--- src/rtl/ultrasonic_pkg.sv ---
// Shared definitions for the ultrasonic measurement scheduler: FSM encoding
// and the ranger's reserved distance/state codes.
package ultrasonic_pkg;

  localparam int DIST_W = 9;

  typedef enum logic [2:0] {
    ST_IDLE   = 3'd0,
    ST_ARM    = 3'd1,
    ST_START  = 3'd2,
    ST_WAIT   = 3'd3,
    ST_UPDATE = 3'd4,
    ST_HOLD   = 3'd5
  } state_e;

  localparam logic [DIST_W-1:0] US_DIST_OOR   = 9'h1FF;
  localparam logic [2:0]        US_STATE_IDLE = 3'b000;

endpackage

--- src/rtl/moving_avg.sv ---
// Power-of-two moving average over a ring of samples with a running sum;
// the first sample after reset fills the whole window.
module moving_avg
  import ultrasonic_pkg::*;
#(
  parameter int DATA_W   = DIST_W,
  parameter int AVG_LOG2 = 2
) (
  input  logic              clk,
  input  logic              reset,
  input  logic [DATA_W-1:0] sample_i,
  input  logic              load_i,
  output logic [DATA_W-1:0] avg_o,
  output logic              avg_vld_o
);

  localparam int DEPTH = 1 << AVG_LOG2;
  localparam int SUM_W = DATA_W + AVG_LOG2;

  logic [DATA_W-1:0]   ring_q [DEPTH];
  logic [SUM_W-1:0]    sum_q;
  logic [SUM_W-1:0]    sum_d;
  logic [AVG_LOG2-1:0] ptr_q;
  logic                primed_q;

  // Sum width holds DEPTH full-scale samples, so this never wraps.
  always_comb begin
    if (!primed_q) begin
      sum_d = {sample_i, {AVG_LOG2{1'b0}}};
    end else begin
      sum_d = sum_q - {{AVG_LOG2{1'b0}}, ring_q[ptr_q]} + {{AVG_LOG2{1'b0}}, sample_i};
    end
  end

  always_ff @(posedge clk or posedge reset) begin
    if (reset) begin
      for (int i = 0; i < DEPTH; i++) begin
        ring_q[i] <= '0;
      end
      sum_q     <= '0;
      ptr_q     <= '0;
      primed_q  <= 1'b0;
      avg_o     <= '0;
      avg_vld_o <= 1'b0;
    end else begin
      avg_vld_o <= load_i;
      if (load_i) begin
        sum_q    <= sum_d;
        avg_o    <= sum_d[SUM_W-1:AVG_LOG2];
        primed_q <= 1'b1;
        if (!primed_q) begin
          for (int i = 0; i < DEPTH; i++) begin
            ring_q[i] <= sample_i;
          end
        end else begin
          ring_q[ptr_q] <= sample_i;
          ptr_q         <= ptr_q + 1'b1;
        end
      end
    end
  end

endmodule

--- src/rtl/tick_gen.sv ---
// Free-running prescaler: tick_o is high for one clk every CLK_PER_US clks,
// phase fixed by reset release.
module tick_gen #(
  parameter int CLK_PER_US = 100
) (
  input  logic clk,
  input  logic reset,
  output logic tick_o
);

  localparam int CW = (CLK_PER_US > 1) ? $clog2(CLK_PER_US) : 1;

  logic [CW-1:0] cnt_q;
  logic          wrap;

  assign wrap   = (cnt_q == CW'(CLK_PER_US - 1));
  assign tick_o = wrap;

  always_ff @(posedge clk or posedge reset) begin
    if (reset) begin
      cnt_q <= '0;
    end else if (wrap) begin
      cnt_q <= '0;
    end else begin
      cnt_q <= cnt_q + 1'b1;
    end
  end

endmodule

--- src/rtl/ultrasonic_scheduler.sv ---
// Periodic HC-SR04 measurement controller: start sequencing, timeout watch,
// moving-average filtering, hysteresis presence flag and error counting.
module ultrasonic_scheduler
  import ultrasonic_pkg::*;
#(
  parameter int CLK_PER_US = 100,
  parameter int PERIOD_US  = 120_000,
  parameter int TIMEOUT_US = 60_000,
  parameter int AVG_LOG2   = 2,
  parameter int NEAR_CM    = 10,
  parameter int FAR_CM     = 15
) (
  input  logic              clk,
  input  logic              reset,
  input  logic              enable,
  input  logic              single,
  output logic              us_start,
  input  logic              us_done,
  input  logic [DIST_W-1:0] us_distance,
  input  logic [2:0]        us_state,
  output logic [DIST_W-1:0] dist_avg,
  output logic              dist_valid,
  output logic              present,
  output logic              timeout,
  output logic [7:0]        err_count,
  output logic              busy
);

  localparam int PW = $clog2(PERIOD_US + 1);
  localparam int TW = $clog2(TIMEOUT_US + 1);

  function automatic logic [7:0] sat_inc(input logic [7:0] v);
    return (v == 8'hFF) ? v : v + 8'd1;
  endfunction

  state_e            state_q, state_d;
  logic [PW-1:0]     per_cnt_q, per_cnt_d;
  logic [TW-1:0]     to_cnt_q, to_cnt_d;
  logic [DIST_W-1:0] sample_q, sample_d;
  logic              us_done_q;
  logic              tick;
  logic              done_edge;
  logic              to_hit;
  logic              per_hit;
  logic              to_fire;
  logic              err_inc;
  logic              oor_clr;
  logic              avg_load;
  logic              us_start_q, timeout_q, present_q, busy_q;
  logic [7:0]        err_q;
  logic [DIST_W-1:0] avg;
  logic              avg_vld;

  tick_gen #(
    .CLK_PER_US(CLK_PER_US)
  ) u_tick (
    .clk    (clk),
    .reset  (reset),
    .tick_o (tick)
  );

  moving_avg #(
    .DATA_W   (DIST_W),
    .AVG_LOG2 (AVG_LOG2)
  ) u_avg (
    .clk       (clk),
    .reset     (reset),
    .sample_i  (sample_q),
    .load_i    (avg_load),
    .avg_o     (avg),
    .avg_vld_o (avg_vld)
  );

  assign done_edge = us_done & ~us_done_q;
  assign to_hit    = tick && (to_cnt_q == TW'(TIMEOUT_US - 1));
  assign per_hit   = tick && (per_cnt_q == PW'(PERIOD_US - 1));

  always_comb begin
    state_d   = state_q;
    per_cnt_d = per_cnt_q;
    to_cnt_d  = to_cnt_q;
    sample_d  = sample_q;
    to_fire   = 1'b0;
    err_inc   = 1'b0;
    oor_clr   = 1'b0;
    avg_load  = 1'b0;

    if (tick && (per_cnt_q != PW'(PERIOD_US - 1))) per_cnt_d = per_cnt_q + 1'b1;
    if (tick && (to_cnt_q != TW'(TIMEOUT_US - 1))) to_cnt_d = to_cnt_q + 1'b1;

    unique case (state_q)
      ST_IDLE: begin
        if (enable || single) state_d = ST_ARM;
      end
      ST_ARM: begin
        if (us_state == US_STATE_IDLE) state_d = ST_START;
      end
      ST_START: begin
        per_cnt_d = '0;
        to_cnt_d  = '0;
        state_d   = ST_WAIT;
      end
      // A done edge in the same cycle as timeout expiry takes precedence.
      ST_WAIT: begin
        if (done_edge) begin
          sample_d = us_distance;
          state_d  = ST_UPDATE;
        end else if (to_hit) begin
          to_fire = 1'b1;
          err_inc = 1'b1;
          state_d = ST_HOLD;
        end
      end
      ST_UPDATE: begin
        if (sample_q == US_DIST_OOR) begin
          err_inc = 1'b1;
          oor_clr = 1'b1;
        end else begin
          avg_load = 1'b1;
        end
        state_d = ST_HOLD;
      end
      // With enable low (single shot or enable dropped) there is no period to honour.
      ST_HOLD: begin
        if (!enable)      state_d = ST_IDLE;
        else if (per_hit) state_d = ST_ARM;
      end
      default: state_d = ST_IDLE;
    endcase
  end

  always_ff @(posedge clk or posedge reset) begin
    if (reset) begin
      state_q    <= ST_IDLE;
      per_cnt_q  <= '0;
      to_cnt_q   <= '0;
      us_done_q  <= 1'b0;
      us_start_q <= 1'b0;
      timeout_q  <= 1'b0;
      present_q  <= 1'b0;
      busy_q     <= 1'b0;
      err_q      <= '0;
    end else begin
      state_q    <= state_d;
      per_cnt_q  <= per_cnt_d;
      to_cnt_q   <= to_cnt_d;
      us_done_q  <= us_done;
      us_start_q <= (state_d == ST_START);
      timeout_q  <= to_fire;
      busy_q     <= (state_d != ST_IDLE);
      if (err_inc) err_q <= sat_inc(err_q);
      if (oor_clr) begin
        present_q <= 1'b0;
      end else if (avg_vld) begin
        if (avg < DIST_W'(NEAR_CM))      present_q <= 1'b1;
        else if (avg >= DIST_W'(FAR_CM)) present_q <= 1'b0;
      end
    end
  end

  always_ff @(posedge clk) begin
    sample_q <= sample_d;
  end

  assign us_start   = us_start_q;
  assign timeout    = timeout_q;
  assign present    = present_q;
  assign busy       = busy_q;
  assign err_count  = err_q;
  assign dist_avg   = avg;
  assign dist_valid = avg_vld;

endmodule

--- config.mk ---
export PLATFORM = sky130hd
export DESIGN_NAME = ultrasonic_scheduler
export DESIGN_NICKNAME = d
export VERILOG_FILES = /design/src/rtl/ultrasonic_pkg.sv /design/src/rtl/moving_avg.sv /design/src/rtl/tick_gen.sv /design/src/rtl/ultrasonic_scheduler.sv
export SDC_FILE = /design/constraint.sdc
export NUM_CORES = 1
export LEC_CHECK = 0
export ABC_AREA = 0
export CELL_PAD_IN_SITES_DETAIL_PLACEMENT = 1
export CELL_PAD_IN_SITES_GLOBAL_PLACEMENT = 1
export CORE_ASPECT_RATIO = 0.6
export CORE_MARGIN = 2
export CORE_UTILIZATION = 35
export DETAILED_ROUTE_END_ITERATION = 6
export HOLD_SLACK_MARGIN = 0.1
export MAX_ROUTING_LAYER = met4
export PLACE_DENSITY_LB_ADDON = 0.1
export SLEW_MARGIN = 10
export SYNTH_ARGS = -nofsm -noshare
export SYNTH_HDL_FRONTEND = slang
export SYNTH_HIERARCHICAL = 1
export SYNTH_SLANG_ARGS = --single-unit
--- constraint.sdc ---
create_clock -name clk -period 7.9 [get_ports clk]
set_input_delay 0.79 -clock clk [delete_from_list [all_inputs] [get_ports clk]]
set_output_delay 0.79 -clock clk [all_outputs]
set_load 0.01 [all_outputs]
==> results of run 1 <==
[logic make-up after synthesis]
| group | count (synthesis) | share of synthesized area |
|---|---|---|
| simple gates | 226 | 0.197 |
| xor+xnor | 29 | 0.0405 |
| compound gates | 118 | 0.121 |
| fa+ha+maj | 28 | 0.0666 |
| flops | 116 | 0.470 |
| mux | 19 | 0.0502 |
| buf+inv | 78 | 0.0544 |
[synth_stat cells, types with 3 or more instances]
| master | n | area [um^2] |
|---|---|---|
| nor2b_1 | 5 | 31.3 |
| nand4bb_1 | 3 | 33.8 |
| nor2_1 | 47 | 176 |
| a21oi_2 | 3 | 26.3 |
| mux2i_1 | 3 | 30.0 |
| dfrtp_1 | 107 | 2680 |
| inv_1 | 48 | 180 |
| nor3b_1 | 3 | 22.5 |
| buf_4 | 10 | 75.1 |
| a21oi_1 | 25 | 125 |
| clkbuf_1 | 14 | 52.6 |
| buf_2 | 3 | 15.0 |
| or3_1 | 9 | 56.3 |
| ha_1 | 19 | 238 |
| a31oi_1 | 5 | 31.3 |
| o21ai_1 | 4 | 20.0 |
| nand3_1 | 18 | 90.1 |
| xnor2_1 | 13 | 114 |
| edfxtp_1 | 9 | 270 |
| mux4_2 | 9 | 203 |
| nand2_1 | 63 | 236 |
| nor4_1 | 3 | 18.8 |
| o21ai_0 | 45 | 225 |
| and2_1 | 5 | 31.3 |
| nand4_1 | 15 | 93.8 |
| nor3_1 | 14 | 70.1 |
| and4_1 | 6 | 52.6 |
| fa_1 | 9 | 180 |
| o211ai_1 | 6 | 45.0 |
| mux2_2 | 4 | 45.0 |
| a2bb2oi_1 | 3 | 26.3 |
| a41oi_1 | 3 | 26.3 |
| xor2_1 | 16 | 140 |
| and3_1 | 10 | 62.6 |
[how the worst max path moves through the flow]
stage / from / end
floorplan: u_avg/ptr_q[0] / u_avg/avg_o[8]
global placement: u_avg/ptr_q[0] / u_avg/avg_o[8]
detailed placement: u_avg/ptr_q[0] / u_avg/avg_o[8]
CTS: u_avg/ptr_q[0] / u_avg/avg_o[8]
global route: u_avg/ptr_q[0] / u_avg/avg_o[8]
finish: u_avg/ptr_q[0] / u_avg/avg_o[8]
[metrics by stage]
| step | hold WS, ps | cell area, um^2 |
|---|---|---|
| after floorplan | 445 | 6270 |
| after global placement | 458 | 6830 |
| after detailed placement | 469 | 6830 |
| after CTS | 481 | 7490 |
| after global routing | 506 | 7490 |
| final | 476 | 7490 |
[power groups by stage]
stage                     clock network (uW)  registers (uW)  logic [uW]
final                                    846             858        1080
after global routing                     897             880        1220
after CTS                                864             859        1080
after detailed placement                   0             868        1060
after global placement                     0             862        1030
after floorplan                            0             794         855
[registers in the layout, summed over array words and instances, names as in the netlist]
signal and flops:
us_done_q 1, u_avg/ptr_q 2, u_avg/primed_q 1, u_avg/sum_q 2, to_cnt_q 16, state_q 3
present 1, busy 1, timeout 1, u_avg/ring_q 36, u_avg/avg_vld_o 1, err_count 8
us_start 1, u_avg/avg_o 9, sample_q 9, per_cnt_q 17, u_tick/cnt_q 7
[layout make-up]
| class | instances | share of cell area |
|---|---|---|
| multi-input combinational | 420 | 0.401 |
| clock inverter | 8 | 0.0192 |
| clock buffer | 23 | 0.0679 |
| inverter | 49 | 0.0247 |
| timing repair buffer | 42 | 0.0548 |
| sequential | 116 | 0.393 |
| tap | 234 | 0.0391 |
[per-layer routing]
metal | vias to the layer above | share of wire | GRT usage
met1 | 2332 | 0.53 | 0.282
met3 | 21 | 0.039 | 0.0413
met4 | 0 | 0.015 | 0.0602
met2 | 68 | 0.41 | 0.258
li1 | 2221 | - | -
met5 | - | 0 | -
[worst register-to-register path: cells and delay by family (launching register included)]
kind | cells | cell delay, ps
AOI/OAI and AO/OA | 3 | 1070
muxes | 1 | 600
buffers and inverters | 1 | 40
DFF | 1 | 800
adders and majority gates | 2 | 820
and+or+nand+nor | 2 | 240
==> impl_metrics.ini, run 1 <==
[outcome]
status = finished clean

[clocking]
cts_sinks = 116
cts_setup_buffers = 0
path_clk_slew_ps = 50
cts_tree = yes
htreeDepth = 4
ctsRootBufferMaster = clkbuf_16
cts.repair.resized = 0
cts_hold_buf = 0
cts_made_buffers = 17
clock_latency_ps = 420
cts_max_path_buffers = 2

[routing]
drtIter0Drc = 229
drc = 0
wire_per_inst_um = 18.3
ant_nets = 0
dr_total_vias = 4642
vias_per_cell = 5.20
firstDrtPassIters = 4
wirelength_mm = 16.3

[final_layout]
drive_gt1_frac = 0.123
final_common_cell = dfrtp_1
fin_util = 0.432
multiInputGateArea_um2 = 3010
syn_to_final_growth_pct = 19.4
layout_common_cells = dfrtp_1, nand2_1, nor2_1
seq_area_um2 = 2950
antenna_cells = 0
instances_no_fill = 892
nFillCells = 1900
nNetsFinal = 691

[grt]
grt_pass1_wl_mm = 26.6
antenna_found_initial = 0
grt_pass1_vias = 4835
grt-ovfl-total = 0
grt_max_degree = 52
track_usage = 0.191

[critical_path]
path_cells = mux4_2, fa_1, inv_1, ha_1, nor2b_4, o31a_4, o21a_4, o311ai_0, nor2_1
r2r_setup_slack_ps = 4190
critPathMaxFanout = 12
crit_slowest_cell = dfrtp_1
worstPathRequired_ps = 8180
cp_slowest_stage_delay_ps = 800
crit_buf_inv = 1
startpoint_type = flip-flop
critPathArrivalTime_ps = 3990
crit_type = reg2reg
r2r_start = u_avg/ptr_q[0]
path_delay_family = compound AO/OA/AOI/OAI gates
r2r_cells = 9
rr_endpoint = u_avg/avg_o[8]
cp.depth = 9
endpoint_kind = flip-flop

[power_and_ir_drop]
power_uw = 2790
power.leakage_uw = 0.00332
clkPwrFrac = 0.304
ir_drop_uv = 154
switching_share = 0.362
power_density_nw_per_um2 = 372
seq_power_share = 0.308
internal-power_uw = 1780
comb_power_share = 0.388
switching_power_uw = 1010

[logic_synthesis]
yosysWarnings = 6
synth_fp_nets = 659
netlist_area_um2 = 6270
synth_edf_count = 9
post_synth_inst_count = 614
synth-seq-cells = 116
synth_ff_type = dfrtp_1
synthDistinctLibCells = 78
ys_seq_area_frac = 0.470
avgSynthCellArea_um2 = 10.2
synth_async_sr_flop_share = 0.922

[worst_hold_path]
min_to = u_avg/ring_q[26]
hp-class = reg2reg
worstHoldStart = u_avg/ring_q[26]
hold_depth = 2

[floorplanning]
placementRows = 37
die_w_um = 177
start_util = 0.361
die_area_um2 = 19000
io_pins = 39
core_um2 = 17400
die_h_um = 108

[timing]
tightestPinTransition_ps = 1180
tns_ps = 0
slew_viol_final = 0
fin_crit_sh = 0.470
fin_crit_ps = 3710
setup_ws_ps = 4190
setup_viol = 0
rsz0062_at_grt = no
hold_viol = 0
max_slew_margin = 0.208
clock.fmax_mhz = 270
skew_ps = 8.83

[placed_design]
gp_congestion = 0.830
pre_cts_slack_ps = 4330
dp.cells = 861
port_buffers = 38
place_hpwl_mm = 11.6

[job]
drv_cap = 0
No activity file was read; power rests on OpenSTA's default activity.
==> run 2: changes to the inputs <==
clock period = 3.4 ns   (was 7.9 ns; I/O delays follow)
==> impl_metrics.ini, run 2 (synthesis gave the netlist of run 1 again) <==
[placed_design]
port_buffers = 38
pre_cts_slack_ps = 219
placed_area_um2 = 6910
place_hpwl_mm = 12.1
gp_congestion = 0.803

[critical_path]
critPathMaxFanout = 6
r2r_setup_slack_ps = 210
worstPathRequired_ps = 3690
critPathArrivalTime_ps = 3480
crit_slowest_cell = or4b_4
cp_slowest_stage_delay_ps = 520
endpoint_kind = flip-flop
crit_type = reg2reg
path_cells = buf_4, mux4_2, fa_1, inv_1, ha_1, a21oi_2, o21ai_2, or4b_4, o211ai_2, nor2_1
startpoint_type = flip-flop
path_delay_family = adder cells
crit_buf_inv = 2

[grt]
grt_use_met1 = 0.293
grt-ovfl-total = 0
track_usage = 0.194
grt_use_met2 = 0.256
grt.busiest_layer = met1
grt_max_degree = 52
grt_pass1_vias = 4869
grtUsageMet3 = 0.0388
grt_pass1_wl_mm = 27.3
antenna_found_initial = 0

[clocking]
cts_max_path_buffers = 2
cts_hold_buf = 0
cts_made_buffers = 17
cts_setup_buffers = 0
clock_latency_ps = 420
cts.repair.resized = 0
htreeDepth = 4
cts_tree = yes
cts_sinks = 116
ctsRootBufferMaster = clkbuf_16
path_clk_slew_ps = 60

[floorplanning]
start_util = 0.361
core_um2 = 17400
io_pins = 39
die_h_um = 108
placementRows = 37
die_w_um = 177
die_area_um2 = 19000

[power_and_ir_drop]
switching_share = 0.364
ir_drop_uv = 347
seq_power_share = 0.300
power.leakage_uw = 0.00336
switching_power_uw = 2380
clkPwrFrac = 0.300
comb_power_share = 0.399
power_density_nw_per_um2 = 867
internal-power_uw = 4170

[routing]
dr_total_vias = 4720
drtIter0Drc = 341
firstDrtPassIters = 4
drc = 0
wirelength_mm = 16.5
vias_per_cell = 5.23
ant_nets = 0
wire_per_inst_um = 18.2

[final_layout]
nFillCells = 1946
nNetsFinal = 701
layout_common_cells = dfrtp_1, nand2_1, nor2_1
final_cell_area_um2 = 7550
drive_gt1_frac = 0.133
syn_to_final_growth_pct = 20.4
largest_register_ffs = 36
fin_util = 0.435
largest-register = u_avg/ring_q
reg_top3 = u_avg/ring_q (36), per_cnt_q (17), to_cnt_q (16)
antenna_cells = 0
final_common_cell = dfrtp_1

[timing]
hold-worst-slack_ps = 306
slew_viol_final = 0
max_slew_margin = 0.385
setup_viol = 0
hold_viol = 0
rsz0062_at_grt = no
tightestPinTransition_ps = 922
skew_ps = 8.24
clock.fmax_mhz = 314
fin_crit_ps = 3190
fin_crit_sh = 0.938
tns_ps = 0
setup_ws_ps = 212

[job]
drv_cap = 0

[outcome]
status = finished clean

[worst_hold_path]
hp-class = in2async
## run 2: layout make-up
class,instances,area [um^2],share of cell area
flip-flops and latches,116,2950,0.390
well taps,234,293,0.0388
repair buffers,52,485,0.0643
clock inverters,8,144,0.0190
clock buffers,24,502,0.0664
inverters,49,185,0.0245
multi-input cells,420,3000,0.397
## run 2: path summary, 6_finish.rpt
path / start / end / cells past startpoint
setup / recovery: u_avg/ptr_q[0] / u_avg/avg_o[8] / 10
hold / removal: reset / u_tick/cnt_q[1] / 2
setup reg to reg: u_avg/ptr_q[0] / u_avg/avg_o[8] / 10
hold reg to reg: u_avg/ring_q[10] / u_avg/ring_q[10] / 2
max in group asynchronous: reset / err_count[1] / 3
min in group clk: us_done / us_done_q / 1
## run 2: through the flow
stage	instances	power, uW
CTS	903	6590
floorplan	614	3830
finish	903	6550
detailed placement	871	4580
global placement	871	4470
global route	903	7010
## run 2: power groups by stage
| stage | clock [uW] | combinational [uW] | sequential [uW] |
|---|---|---|---|
| finish | 1970 | 2620 | 1970 |
| global route | 2080 | 2920 | 2010 |
| CTS | 2010 | 2610 | 1970 |
| detailed placement | 0 | 2590 | 1990 |
| global placement | 0 | 2500 | 1970 |
| floorplan | 0 | 1990 | 1840 |
## run 2: worst reg2reg max path: cells and delay by family (launching register included)
kind | cells | cell delay (ps)
buffers and inverters | 2 | 200
multiplexers | 1 | 510
AO/OA/AOI/OAI | 3 | 520
adder cells (fa/ha/maj) | 2 | 880
flip-flops | 1 | 370
AND/OR/NAND/NOR | 2 | 590
## run 2: routing by layer
layer	vias to the layer above	wire length, um
li1	2241	-
met1	2398	8970
met4	0	129
met5	-	0
met3	8	663
met2	73	6690
==> run 3: changes to the inputs <==
PLACE_DENSITY = 0.67   (was unset)
PLACE_DENSITY_LB_ADDON = unset   (was 0.1)
SLEW_MARGIN = unset   (was 10)
==> impl_metrics.ini, run 3 (synthesis gave the netlist of run 1 again) <==
[clocking]
clock_latency_ps = 420
path_clk_slew_ps = 60
ctsRootBufferMaster = clkbuf_16
htreeDepth = 4
cts_max_path_buffers = 2
cts_setup_buffers = 0
cts_sinks = 116
cts_made_buffers = 17
cts_tree = yes
cts.repair.resized = 0
cts_hold_buf = 0

[timing]
fin_crit_sh = 0.946
skew_ps = 11.4
slew_viol_final = 0
tns_ps = 0
hold_viol = 0
clock.fmax_mhz = 311
hold-worst-slack_ps = 292
max_slew_margin = 0.263
rsz0062_at_grt = no
setup_viol = 0
tightestPinTransition_ps = 1110
fin_crit_ps = 3220

[critical_path]
path_cells = buf_4, mux4_2, fa_1, inv_1, ha_1, o211a_1, o31a_4, o21a_4, o311ai_0, nor2_1
crit_buf_inv = 2
startpoint_type = flip-flop
worstPathRequired_ps = 3690
rr_endpoint = u_avg/avg_o[8]
critPathMaxFanout = 6
endpoint_kind = flip-flop
startpoint = u_avg/ptr_q[0]
critPathArrivalTime_ps = 3500
crit_slowest_cell = mux4_2
r2r_cells = 10
cp.depth = 10
crit_type = reg2reg
cp_slowest_stage_delay_ps = 550
r2r_setup_slack_ps = 180
critPathCapture = u_avg/avg_o[8]
path_delay_family = compound AO/OA/AOI/OAI gates
r2r_start = u_avg/ptr_q[0]

[job]
drv_cap = 0

[placed_design]
port_buffers = 38
place_hpwl_mm = 12.3
gp_congestion = 0.842

[floorplanning]
die_h_um = 108
core_um2 = 17400
die_area_um2 = 19000
io_pins = 39
start_util = 0.361
die_w_um = 177
placementRows = 37

[power_and_ir_drop]
power.leakage_uw = 0.00337
internal-power_uw = 4210
ir_drop_uv = 418
power_uw = 6750
switching_share = 0.377
seq_power_share = 0.298
switching_power_uw = 2550
comb_power_share = 0.411
power_density_nw_per_um2 = 891
clkPwrFrac = 0.291

[grt]
grt_max_degree = 52
track_usage = 0.200
antenna_found_initial = 0
grt_pass1_wl_mm = 28.4
grt-ovfl-total = 0
grt_pass1_vias = 5186

[final_layout]
layout_common_cells = dfrtp_1, nand2_1, nor2_1
reg_top3 = u_avg/ring_q (36), per_cnt_q (17), to_cnt_q (16)
drive_gt1_frac = 0.140
largest-register = u_avg/ring_q
syn_to_final_growth_pct = 20.8
largest_register_ffs = 36
nFillCells = 1916
antenna_cells = 0
fin_util = 0.437
nNetsFinal = 704
final_common_cell = dfrtp_1

[worst_hold_path]
hp-class = in2async

[routing]
ant_nets = 0
drc = 0
wirelength_mm = 17.0
dr_total_vias = 4803
wire_per_inst_um = 18.8
vias_per_cell = 5.30
drtIter0Drc = 246
firstDrtPassIters = 4

[outcome]
status = finished clean
[run 3: cell count changes in the layout (fill, tap and decap cells not counted), sizes merged]
cell      before  now
buf           14   17
clkbuf        24   17
clkinvlp       1    0
inv           49   57
[run 3: power groups by stage]
| stage | combinational, uW | sequential, uW | clock (uW) |
|---|---|---|---|
| after floorplan | 1990 | 1840 | 0 |
| after global placement | 2560 | 2010 | 0 |
| after detailed placement | 2690 | 2030 | 0 |
| after CTS | 2760 | 2010 | 2000 |
| after global routing | 3100 | 2050 | 2080 |
| final | 2780 | 2010 | 1970 |
[run 3: stage by stage]
stage / instances / cell area, um^2 / worst slack [ps]
after global routing: 906 / 7580 / 107
after global placement: 874 / 6940 / 346
after CTS: 906 / 7580 / 235
after floorplan: 614 / 6270 / 225
after detailed placement: 874 / 6940 / 250
final: 906 / 7580 / 185
[run 3: routing by layer]
metal / track usage / vias to the layer above / share of wire
met5: - / - / 0
met4: 0.0555 / 0 / 0.0096
met3: 0.0290 / 13 / 0.041
met2: 0.294 / 92 / 0.43
met1: 0.288 / 2449 / 0.52
li1: - / 2249 / -
[run 3: area by class of cell]
class                           instances  area, um^2  area share
Clock buffer                           17         425      0.0561
Clock inverter                         15         213      0.0281
Inverter                               49         184      0.0243
Multi-Input combinational cell        420        3000       0.395
Sequential cell                       116        2950       0.389
Tap cell                              234         293      0.0386
Timing Repair Buffer                   55         520      0.0687
[run 3: worst reg2reg max path: stages, from the launching register on]
cell	delay (ps)
dfrtp_1	390
buf_4	190
mux4_2	550
fa_1	500
inv_1	40
ha_1	370
o211a_1	180
o31a_4	140
o21a_4	220
o311ai_0	420
nor2_1	80
[run 3: worst min-delay path by stage]
stage                           from          endpoint  slack (ps)  cells past startpoint
finish                         reset   u_tick/cnt_q[0]         290                      2
global route                   reset   u_tick/cnt_q[3]         340                      2
CTS                            reset   u_tick/cnt_q[0]         290                      2
detailed placement  u_avg/ring_q[17]  u_avg/ring_q[17]         470                      2
global placement    u_avg/ring_q[33]  u_avg/ring_q[33]         460                      2
floorplan                      reset   u_tick/cnt_q[0]         140                      1
